===== src/rtl/run_controller.sv =====
// Run-control sequencer for the Tenyr core: staged reset/halt release, optional
// cycle budget, and saturating cycle/instruction counters for debug readout.
module run_controller #(
    parameter int unsigned RESET_CYCLES = 3,
    parameter int unsigned HALT_CYCLES  = 4,
    parameter int unsigned CNT_WIDTH    = 32
) (
    input  logic                 clk,
    input  logic                 reset_n,
    input  logic [CNT_WIDTH-1:0] budget,
    input  logic                 ext_halt,
    input  logic                 insn_done,
    input  logic                 restart,
    output logic                 core_reset,
    output logic                 run_halt,
    output logic                 done,
    output logic [CNT_WIDTH-1:0] cycle_count,
    output logic [CNT_WIDTH-1:0] insn_count
);

    // Halt must outlast reset by at least one edge so HOLD is never skipped.
    localparam int unsigned HEFF = (HALT_CYCLES > RESET_CYCLES) ? HALT_CYCLES : RESET_CYCLES + 1;
    localparam int unsigned PW   = $clog2(HEFF + 1);

    localparam logic [PW-1:0]        RST_LAST  = PW'(RESET_CYCLES - 1);
    localparam logic [PW-1:0]        HOLD_LAST = PW'(HEFF - 1);
    localparam logic [CNT_WIDTH-1:0] CNT_MAX   = '1;
    localparam logic [CNT_WIDTH-1:0] CNT_ONE   = CNT_WIDTH'(1);

    typedef enum logic [1:0] {StRst, StHold, StRun, StDone} state_e;

    state_e               state_q, state_d;
    logic [PW-1:0]        p_q, p_d;
    logic [CNT_WIDTH-1:0] cycle_q, cycle_d;
    logic [CNT_WIDTH-1:0] insn_q, insn_d;
    logic [CNT_WIDTH-1:0] run_q, run_d;
    logic [CNT_WIDTH-1:0] budget_q, budget_d;
    logic                 core_reset_q, core_reset_d;
    logic                 run_halt_q, run_halt_d;
    logic                 done_q, done_d;
    logic                 budget_hit;

    function automatic logic [CNT_WIDTH-1:0] sat_inc(input logic [CNT_WIDTH-1:0] v);
        return (v == CNT_MAX) ? v : v + CNT_ONE;
    endfunction

    assign budget_hit = (budget_q != '0) && (run_q == budget_q - CNT_ONE);

    always_ff @(posedge clk or negedge reset_n) begin
        if (!reset_n) begin
            state_q      <= StRst;
            p_q          <= '0;
            cycle_q      <= '0;
            insn_q       <= '0;
            run_q        <= '0;
            budget_q     <= '0;
            core_reset_q <= 1'b1;
            run_halt_q   <= 1'b1;
            done_q       <= 1'b0;
        end else begin
            state_q      <= state_d;
            p_q          <= p_d;
            cycle_q      <= cycle_d;
            insn_q       <= insn_d;
            run_q        <= run_d;
            budget_q     <= budget_d;
            core_reset_q <= core_reset_d;
            run_halt_q   <= run_halt_d;
            done_q       <= done_d;
        end
    end

    always_comb begin
        state_d = state_q;
        unique case (state_q)
            StRst:   if (p_q == RST_LAST) state_d = StHold;
            StHold:  if (p_q == HOLD_LAST) state_d = StRun;
            StRun:   if (ext_halt || budget_hit) state_d = StDone;
            StDone:  if (restart) state_d = StRst;
            default: state_d = StRst;
        endcase
    end

    always_comb begin
        p_d      = p_q;
        cycle_d  = cycle_q;
        insn_d   = insn_q;
        run_d    = run_q;
        budget_d = budget_q;
        unique case (state_q)
            StRst, StHold: begin
                p_d     = p_q + 1'b1;
                cycle_d = sat_inc(cycle_q);
                if (state_d == StRun) begin
                    budget_d = budget;
                    run_d    = '0;
                end
            end
            StRun: begin
                cycle_d = sat_inc(cycle_q);
                run_d   = sat_inc(run_q);
                if (insn_done) insn_d = sat_inc(insn_q);
            end
            StDone: begin
                if (restart) begin
                    p_d     = '0;
                    cycle_d = '0;
                    insn_d  = '0;
                    run_d   = '0;
                end
            end
            default: ;
        endcase
    end

    // Outputs are decoded from the next state so they change on the same edge as the state.
    always_comb begin
        core_reset_d = (state_d == StRst);
        run_halt_d   = (state_d != StRun);
        done_d       = (state_d == StDone);
    end

    assign core_reset  = core_reset_q;
    assign run_halt    = run_halt_q;
    assign done        = done_q;
    assign cycle_count = cycle_q;
    assign insn_count  = insn_q;

endmodule


===== config.mk =====
export PLATFORM = sky130hd
export DESIGN_NAME = run_controller
export DESIGN_NICKNAME = d
export VERILOG_FILES = /design/src/rtl/run_controller.sv
export SDC_FILE = /design/constraint.sdc
export NUM_CORES = 1
export LEC_CHECK = 0
export CAP_MARGIN = 20
export CORE_AREA = 2 2 120 122
export DETAILED_ROUTE_END_ITERATION = 8
export DIE_AREA = 0 0 122 124
export GPL_TIMING_DRIVEN = 1
export PLACE_DENSITY_LB_ADDON = 0.1
export SLEW_MARGIN = 15
export SYNTH_ARGS = -nofsm -noshare
export SYNTH_HDL_FRONTEND = slang
export SYNTH_SLANG_ARGS = --single-unit

===== constraint.sdc =====
create_clock -name clk -period 3.75 [get_ports clk]
set_clock_uncertainty 0.15 [all_clocks]
set_input_delay 0.5625 -clock clk [delete_from_list [all_inputs] [get_ports clk]]
set_output_delay 0.5625 -clock clk [all_outputs]
set_load 0.05 [all_outputs]

# == After elaboration in Yosys (flattened, before gate mapping) ==
# Cells that the tools add are included.
# totals
register_bits,136
# op_classes
addsub,5
muxes,16
n_eq_ne,18
n_reduce_logical,14
# op_table
cell,count
2-to-1 mux 32 bit,6
one-hot mux 32 bit (2 select lines),2
adder 32 x 1 -> 32 bit (second input constant),3
equality test 32 bit (second input constant),3
one-hot mux 32 bit (3 select lines),1
equality test 32 bit,1
nonzero test 32 bit,1
subtractor 32 x 1 -> 32 bit (second input constant),1
inequality test 2 bit (second input constant),7
equality test 2 bit (second input constant),4
2-to-1 mux 2 bit,4
one-hot mux 2 bit (4 select lines),1
equality test 3 x 2 -> 1 bit (second input constant),2
one-hot mux 3 bit (2 select lines),1
AND reduction 2 bit,3
logical NOT 2 bit,2
AND reduction 4 bit,1
nonzero test 2 bit,2
adder 3 x 1 -> 3 bit (second input constant),1
2-to-1 mux 3 bit,1
AND reduction 3 bit,1
OR reduction 3 bit,1
equality test 2 x 1 -> 1 bit (second input constant),1
OR reduction 2 bit,1
2 further kinds,2

# == Longest topological paths before layout ==
# Gate-level depths: netlist (run 1).
# depth
ltp_word,9
depth_mapped,10

# == Worst setup path before layout (run 1) ==
# Ideal clock, no wire load.
# synth_timing
path_type,register to register
startpoint,reg insn_q[2] (netlist: insn_count[2])
endpoint,reg insn_q[23] (netlist: insn_count[23])
setup_slack_ps,860
t_required_ps,3468
n_path_buf,2
path_stages_with_launch,11
setup_time_ps,132
t_arrival_ps,2608
path_cell_list,dfrtp_1 -> clkbuf_1 -> nand4_1 -> nor4_1 -> nand4_1 -> o211a_1 -> clkbuf_1 -> nor3b_1 -> nand4_1 -> xor2_1 -> nor2_1
# synth_via
elab_chain_cells,4
# synth_rtl
item,line,text
start: declaration,35,"logic [CNT_WIDTH-1:0] insn_q, insn_d;"
start signal: assignment,64,insn_q <= insn_d;
adder 32 x 1 -> 32 bit,44,return (v == CNT_MAX) ? v : v + CNT_ONE;
2-to-1 mux 32 bit,44,
2-to-1 mux 32 bit,102,if (insn_done) insn_d = sat_inc(insn_q);
one-hot mux 32 bit (2 select lines),90,unique case (state_q)
# Several ways; a longest one is shown, not always the timed one. The select of a mux whose other input is x is not followed.
# A chain may end at the register's enable or synchronous reset.

# == Final worst setup path (run 1) ==
# layout_timing
startpoint,reg budget_q[2]
endpoint,reg done_q (netlist: done)
# layout_via
elab_chain_cells,7
# layout_rtl
item,line,text
start: declaration,37,"logic [CNT_WIDTH-1:0] budget_q, budget_d;"
start signal: assignment,66,budget_q <= budget_d;
subtractor 32 x 1 -> 32 bit,47,assign budget_hit = (budget_q != '0) && (run_q == budget_q - CNT_ONE);
equality test 32 bit,47,
logical AND 1 bit *,47,
logical OR 1 bit *,78,StRun: if (ext_halt || budget_hit) state_d = StDone;
2-to-1 mux 2 bit *,78,
one-hot mux 2 bit (4 select lines) *,75,unique case (state_q)
equality test 2 bit *,120,done_d = (state_d == StDone);
net done_d,40,"logic done_q, done_d;"
end signal: assignment,69,done_q <= done_d;
end: declaration,40,
# Mark *: on every way through the listed nets, which the timed path passes. The rest lies on a longest branch.

==> out/metrics.yaml, run 1 <==
route:
  via_per_inst: 5.789
  wirelength_um: 18720
  wl_per_cell_um: 16.60
  drt_iter0_drc: 479
  drc: 0
  drtPass1Iterations: 6
  ant_nets: 0
  routed-via-count: 6530
sta:
  max_freq_mhz: 306.1
  finalCriticalPeriod_ns: 3.267
  rsz0062_at_grt: "no"
  tightest_slew_ns: 0.9312
  finalSetupViolCount: 0
  finalHoldViolCount: 0
  relSlewSlack_pct: 37.92
  drv_slew: 0
  setup_tns_ns: 0
  fin_crit_sh_pct: 87.11
logic_synthesis:
  syn-cell-area_sq_um: 7611
  synth_nets: 882
  synthTopCellsByArea: "dfrtp_1, xor2_1, mux2_2"
  synth_most_common_cell: "dfrtp_1"
  synth-seq-cells: 136
  yosysTopAreaCell: "dfrtp_1"
  ys_warn_count: 0
  postSynthCellCount: 838
  avgSynthCellArea_sq_um: 9.082
  synth_top_area_share_pct: 44.06
  synth_edf_count: 0
  yosysSeqAreaShare_pct: 44.75
  synthFlopType: "dfrtp_1"
  async_flop_share_pct: 100.0
  synth_common_cells: "dfrtp_1, nor2_1, nand2_1"
  ys_types: 57
flow_run:
  cap_viol_max_count: 0
grt:
  antenna_found_initial: 0
  grt_pass1_vias: 6449
  grtUsageTotal_pct: 25.62
  grt_max_degree: 101
  grt_pass1_wl_um: 30730
  gr-total-overflow: 0
cts:
  cts_buffer_depth: 2
  post-cts-setup-buffers: 0
  htreeDepth: 4
  cts_tree: "built"
  hold_buffers: 0
  clockRootBuffer: "clkbuf_16"
  insertion_delay_ns: 0.42
  cts_num_sinks: 136
  cts.repair.resized: 0
  clk_pin_slew_ns: 0.06
  cts_made_buffers: 17
floorplan:
  die_h_um: 124
  dieWidth_um: 122
  die_area_sq_um: 15130
  start_util_pct: 55.48
  core-area_sq_um: 13720
  rows: 43
  pin_count: 104
placement:
  gp_congestion: 0.8394
  hpwlAfterDp_um: 12840
  io_buffer_count: 103
worst_setup_path:
  crit_path_end_kind: "flop"
  worst_ep_required_time_ns: 3.94
  cp_max_fo: 9
  cp_data_arrival_time_ns: 3.46
  start_kind: "flop"
  critPathKind: "reg -> reg"
layout:
  layout-drive-gt1-share_pct: 9.177
  n_fill_cell: 1075
  multi_input_area_sq_um: 3999
  final_core_util_pct: 68.85
  fin_nets: 979
  area_delta_synth_final_pct: 24.10
  regArea_sq_um: 3406
  antenna_cells: 0
outcome:
  status: "completed"
pwr:
  powerDensity_nw_per_um2: 592.0
  p_leak_nw: 3.862
  irDropWorstVdd_v: 0.0003323
min_path:
  hp-class: "in -> async"
-- cells by family (layout without fill, tap and decap cells) --
family                     count (synthesis)  in the layout  synth area share [%]
buffers and inverters                     54            164                 2.795
DFF                                      136            136                 44.75
and+or+nand+nor                          379            379                 25.02
adders and majority gates                  7              7                 1.151
xor gates and xnor gates                  96             96                 11.05
muxes                                     38             38                 5.557
AOI/OAI and AO/OA                        128            128                 9.683
-- registers in the layout, summed over array words and instances (netlist names) --
register,count
p_q,3
done,1
core_reset,1
state_q,2
run_halt,1
run_q,32
insn_count,32
budget_q,32
cycle_count,32
-- cells in the final DEF, fill, tap and decap left out, types with 2 or more instances in the layout --
cell type,n
clkbuf_8,2
nand3_1,45
clkinvlp_4,3
nand3b_1,3
and3_1,17
dfrtp_1,134
nor2b_1,3
clkdlybuf4s50_1,102
or3_1,12
o31ai_1,3
or4_1,5
mux2i_1,4
clkbuf_16,17
and2_1,11
or2_2,4
inv_1,20
clkbuf_1,2
nor3_1,28
dfstp_2,2
o21ai_0,64
a31oi_1,10
and4_1,10
buf_4,7
nand2_1,80
ha_1,7
a32o_1,2
o311ai_0,2
nand2b_1,4
xnor2_1,37
nor2_1,100
a21oi_1,28
clkinv_2,2
nand4_1,31
o211ai_1,4
nor4_1,15
bufinv_16,4
mux2_2,34
xor2_1,59
-- path summary, 6_finish.rpt --
check	start	to	slack (ns)	depth (start not counted)
max	budget_q[2]$_DFFE_PN0P_	done$_DFF_PN0_	0.48	8
min	reset_n	budget_q[5]$_DFFE_PN0P_	0.08	1
max reg2reg	budget_q[2]$_DFFE_PN0P_	done$_DFF_PN0_	0.48	8
min reg2reg	p_q[2]$_DFFE_PN0P_	p_q[2]$_DFFE_PN0P_	0.37	2
max in group asynchronous	reset_n	insn_count[8]$_DFFE_PN0P_	2.64	2
min in group clk	p_q[2]$_DFFE_PN0P_	p_q[2]$_DFFE_PN0P_	0.37	2
-- final cells by class --
type	instances	area share (%)
clock inverter	11	1.802
multi-input combinational	648	42.34
tap	180	2.384
inverter	20	0.7948
timing repair buffer	112	11.75
sequential	136	36.06
clock buffer	21	4.875
-- report_power, final --
| part | switching (W) | total (W) | internal [W] |
|---|---|---|---|
| registers | 0.000422 | 0.00216 | 0.00174 |
| clock network | 0.000637 | 0.00179 | 0.00115 |
| logic | 0.000938 | 0.00164 | 0.000703 |
-- stage by stage --
stage / total power, W / hold WS [ns] / area, sq um / setup WS (ns) / std cells
after detailed placement: 0.003819 / 0.3601 / 8810 / 0.5877 / 1095
final: 0.005591 / 0.07854 / 9445 / 0.4833 / 1128
after CTS: 0.005619 / 0.1483 / 9440 / 0.5023 / 1127
after floorplan: 0.003313 / 0.1169 / 7611 / 0.8604 / 838
after global placement: 0.003741 / 0.3332 / 8810 / 0.6447 / 1095
after global routing: 0.005891 / 0.1725 / 9445 / 0.2522 / 1128
-- layer usage --
layer | wire length, um | track usage [%]
met2 | 9413 | 43.65
met5 | 0 | 0
met4 | 282 | 7.902
met3 | 1021 | 6.456
met1 | 8004 | 32.24
-- worst max-delay path, cell delays in order (launching register included) --
cell     delay [ns]
dfrtp_1        0.47
nor4_4         0.63
nand2_2        0.27
nor3_1         0.31
a21oi_1        0.09
or4_1          0.46
nor4_1         0.31
a41oi_1        0.26
a21oi_1        0.23
(Power assumes the default switching activity.)
==> run 2, diff against run 1 <==
Settings changed: CORE_AREA 2 2 120 122 to 2 2 102 143, DIE_AREA 0 0 122 124 to 0 0 104 145.
==> run 2 against run 1 <==
Against the previous run: non-clock buffer count is 1 lower; clock power down 12%; fmax rose by 1.5%; clock-buffer cell count decreased by 2; register-to-register slack gained 0.05 ns; critical path depth unchanged; via count increased by 1.7%; utilization down 0.85 points; sequential share of layout area increased by 0.28 points; highest routed layer unchanged.
==> out/metrics.yaml, run 2 (synthesized netlist as in run 1, its figures left out) <==
worst_setup_path:
  path_depth: 8  # unchanged
  crit_chain: "nor4_4 > nand2_2 > nor3_1 > a31oi_1 > or4_1 > nor4_1 > a41oi_1 > a21oi_1"
  r2r_cells: 8  # unchanged
  crit_path_max_incr_delay_ns: 0.64  # about the same
  critPathKind: "reg -> reg"
  cp_max_fo: 9  # unchanged
  reg2reg_from: "budget_q[2]$_DFFE_PN0P_"
  critPathLaunch: "budget_q[2]$_DFFE_PN0P_"
  path_buf_inv: 0  # unchanged
  worst_ep_required_time_ns: 3.94  # about the same
  path_delay_family: "simple AND/OR/NAND/NOR gates"
  cp_data_arrival_time_ns: 3.41  # -0.05 ns
  critPathSlowestCell: "nor4_4"
  start_kind: "flop"
  crit_path_end_kind: "flop"
grt:
  grtUsageTotal_pct: 25.73  # +0.11 points
  grt_max_degree: 90  # -11%
  gr-total-overflow: 0  # unchanged
  grt_pass1_vias: 6708  # +4.0%
  antenna_found_initial: 0  # unchanged
  grt_pass1_wl_um: 32120  # +4.5%
floorplan:
  start_util_pct: 55.22  # -0.26 points
  die_h_um: 145  # +17%
  pin_count: 104  # unchanged
  dieWidth_um: 104  # -15%
  core-area_sq_um: 13780  # +0.47%
  rows: 51  # +19%
  die_area_sq_um: 15080  # -0.32%
placement:
  place_worst_setup_slack_ns: 0.5524  # -0.03525 ns
  dp_cells: 1100  # +0.46%
  io_buffer_count: 103  # unchanged
  gp_congestion: 0.8913  # +6.2%
  hpwlAfterDp_um: 13050  # +1.6%
route:
  drc: 0  # unchanged
  wl_per_cell_um: 16.52  # -0.46%
  wirelength_um: 18670  # -0.29%
  routed-via-count: 6642  # +1.7%
  via_per_inst: 5.878  # +1.5%
  drt_iter0_drc: 257  # -46%
  ant_nets: 0  # unchanged
  drtPass1Iterations: 5  # -1
cts:
  htreeDepth: 4  # unchanged
  clk_pin_slew_ns: 0.06  # about the same
  cts_buffer_depth: 2  # unchanged
  cts_made_buffers: 17  # unchanged
  cts_tree: "built"
  clockRootBuffer: "clkbuf_16"
  hold_buffers: 0  # unchanged
  cts.repair.resized: 0  # unchanged
  post-cts-setup-buffers: 0  # unchanged
  cts_num_sinks: 136  # unchanged
  insertion_delay_ns: 0.42  # about the same
sta:
  relSlewSlack_pct: 28.41  # -9.5 points
  drv_slew: 0  # unchanged
  fin_ws_ns: 0.5328  # +0.04952 ns
  rsz0062_at_grt: "no"
  setup_tns_ns: 0  # unchanged
  fin_crit_sh_pct: 85.79  # -1.3 points
  finalHoldViolCount: 0  # unchanged
  tightest_slew_ns: 1.070  # +0.1387 ns
  max_freq_mhz: 310.8  # +1.5%
  finalSetupViolCount: 0  # unchanged
  finalCriticalPeriod_ns: 3.217  # -0.04952 ns
outcome:
  status: "completed"
layout:
  layout-drive-gt1-share_pct: 9.101  # -0.077 points
  fin_nets: 978  # -0.10%
  area_delta_synth_final_pct: 23.13
  final_common_cell: "dfrtp_1"
  finalNonFillerCells: 1130  # +0.18%
  antenna_cells: 0  # unchanged
  mostFrequentLayoutCells: "dfrtp_1, clkdlybuf4s50_1, nor2_1"
  final_core_util_pct: 67.99  # -0.85 points
pwr:
  p_leak_nw: 3.812  # -1.3%
  irDropWorstVdd_v: 0.0003664  # +10%
  powerDensity_nw_per_um2: 573.7  # -3.1%
flow_run:
  cap_viol_max_count: 0  # unchanged
min_path:
  hp-class: "in -> async"
[run 2: per-stage QoR]
step / cell area [sq um] / power, W / hold WS, ns
detailed placement: 8816 / 0.003809 / 0.3412
global route: 9371 / 0.005690 / 0.1325
CTS: 9371 / 0.005401 / 0.09276
finish: 9371 / 0.005376 / 0.04519
floorplan: 7611 / 0.003313 / 0.1169
global placement: 8816 / 0.003748 / 0.3329
[run 2: cell type report]
class | count | area (sq um)
clock inverter | 11 | 102.6
timing repair buffer | 111 | 1105
fill | 1141 | 4412
tap | 185 | 231.5
sequential | 136 | 3406
inverter | 20 | 75.07
clock buffer | 19 | 452.9
multi-input combinational | 648 | 3999
[run 2: worst paths after layout]
| check | slack (ns) | endpoint |
|---|---|---|
| max in group asynchronous | 2.54 | run_halt$_DFF_PN1_ |
| worst max register to register | 0.53 | state_q[0]$_DFF_PN0_ |
| worst min register to register | 0.35 | p_q[2]$_DFFE_PN0P_ |
| worst min-delay path | 0.05 | budget_q[6]$_DFFE_PN0P_ |
| min in group clk | 0.35 | p_q[2]$_DFFE_PN0P_ |
| worst max-delay path | 0.53 | state_q[0]$_DFF_PN0_ |
[run 2: power breakdown]
group	switching (W)	leakage (nW)	internal, W
registers	0.000425	1.80	0.00174
logic	0.000935	1.76	0.000704
clock network	0.000633	0.255	0.000936
[run 2: routing by layer]
layer	wire, um	global-route usage, %	vias to the layer above
met5	0	0	-
met4	346	8.716	0
met3	924	6.334	34
met2	9770	45.16	185
met1	7626	30.71	3271
li1	-	-	3152
==> run 3, diff against run 2 <==
Settings changed: SLEW_MARGIN 15 to not set.
==> results of run 3 <==
Final layout, timing and power as in run 2 (identical DEF).
==> RTL change: new RTL, settings of run 1 <==
Re-encode `state_e` (4 states) as Gray code, 2 bits wide.
--- a/src/rtl/run_controller.sv
+++ b/src/rtl/run_controller.sv
@@ -27,7 +27,7 @@
     localparam logic [CNT_WIDTH-1:0] CNT_MAX   = '1;
     localparam logic [CNT_WIDTH-1:0] CNT_ONE   = CNT_WIDTH'(1);
 
-    typedef enum logic [1:0] {StRst, StHold, StRun, StDone} state_e;
+    typedef enum logic [1:0] {StRst = 2'b00, StHold = 2'b01, StRun = 2'b11, StDone = 2'b10} state_e;
 
     state_e               state_q, state_d;
     logic [PW-1:0]        p_q, p_d;
Function: no difference found for any inputs over 10 cycles, from zero or initial values and one cycle with reset_n low; not proved beyond that.
==> RTL change against run 1 <==
Sequential cell count unchanged; synthesized cell count up 1.9%; largest power group unchanged; critical path depth down 1; routed wire length up 6.9%; cell area up 3.0%; die area unchanged; highest routed layer unchanged; global-route usage up 1.9 points; worst setup slack better by 0.23 ns; area after synthesis up 5.3%; power up 14%.
==> RTL change: results <==
metrics = {
    "critical_path": {
        "critPathMaxFanout": 14,
        "crit_slowest_cell": "o21bai_1",
        "arrival_ns": 3.16,
    },
    "power_and_ir_drop": {
        "powerDensity_nw_per_um2": 655,
        "switchingPower_w": 0.00252,
        "irDropWorstVdd_v": 0.000391,
        "p_sw_share_pct": 39.6,
    },
    "grt": {
        "met1_usage_pct": 35.7,
        "grt_use_met2_pct": 45.0,
        "grt_max_degree": 95,
    },
    "run_status": {
        "outcome": "completed",
    },
    "drt": {
        "wl_met3_um": 1210,
        "num_vias": 6978,
        "met1_length_um": 8510,
    },
    "synth": {
        "synthAdderAreaFrac_pct": 1.09,
        "yosysUniqueCellTypes": 78,
        "synth_area_per_cell_um2": 9.38,
        "ys_top_cells_by_area": "dfrtp_1 42%, xnor2_1 5.4%, mux2_2 4.5%, xor2_1 3.9%, nor2_1 3.6%",
        "synthMuxAreaShare_pct": 5.00,
        "ys_seq_area_share_pct": 42.5,
        "synth-xor-area-share_pct": 9.29,
        "netlist_top_cells_count": "134 x dfrtp_1, 76 x nor2_1, 56 x nand2_1",
    },
    "placement": {
        "dp_slack_ns": 0.780,
        "dp_hpwl_um": 13800,
        "dpl_cell_area_um2": 9120,
    },
    "layout": {
        "nNetsFinal": 987,
        "layout.clock.cell_area_share_pct": 6.24,
        "drive_above_1_share_pct": 11.2,
        "clkbuf_count": 20,
        "syn2layout_area_growth_pct": 21.4,
        "final_cell_count_no_fill": 1136,
        "nMultiInputCombCells": 655,
    },
}
-- RTL change: changes by cell type after synthesis, moves of 4 or more --
cell	run 1	this run
o41ai_1	0	4
o31ai_1	4	15
a21oi_1	28	34
clkbuf_2	0	4
clkbuf_1	31	24
nor2_1	100	76
xor2_1	59	36
a31oi_1	10	16
xnor2_1	37	49
nand2_1	80	56
or3_1	12	21
nor3_1	28	33
o21ai_0	64	51
-- RTL change: final timing paths --
check                                          start                          end  slack (ns)
min in group clk                  p_q[2]$_DFFE_PN0P_           p_q[2]$_DFFE_PN0P_        0.36
worst min-delay path                         reset_n      budget_q[4]$_DFFE_PN0P_        0.07
max in group asynchronous                    reset_n   insn_count[29]$_DFFE_PN0P_        2.47
worst max register to register  state_q[0]$_DFF_PN0_  cycle_count[17]$_DFFE_PN0P_        0.72
worst min register to register    p_q[2]$_DFFE_PN0P_           p_q[2]$_DFFE_PN0P_        0.36
worst max-delay path            state_q[0]$_DFF_PN0_  cycle_count[17]$_DFFE_PN0P_        0.72
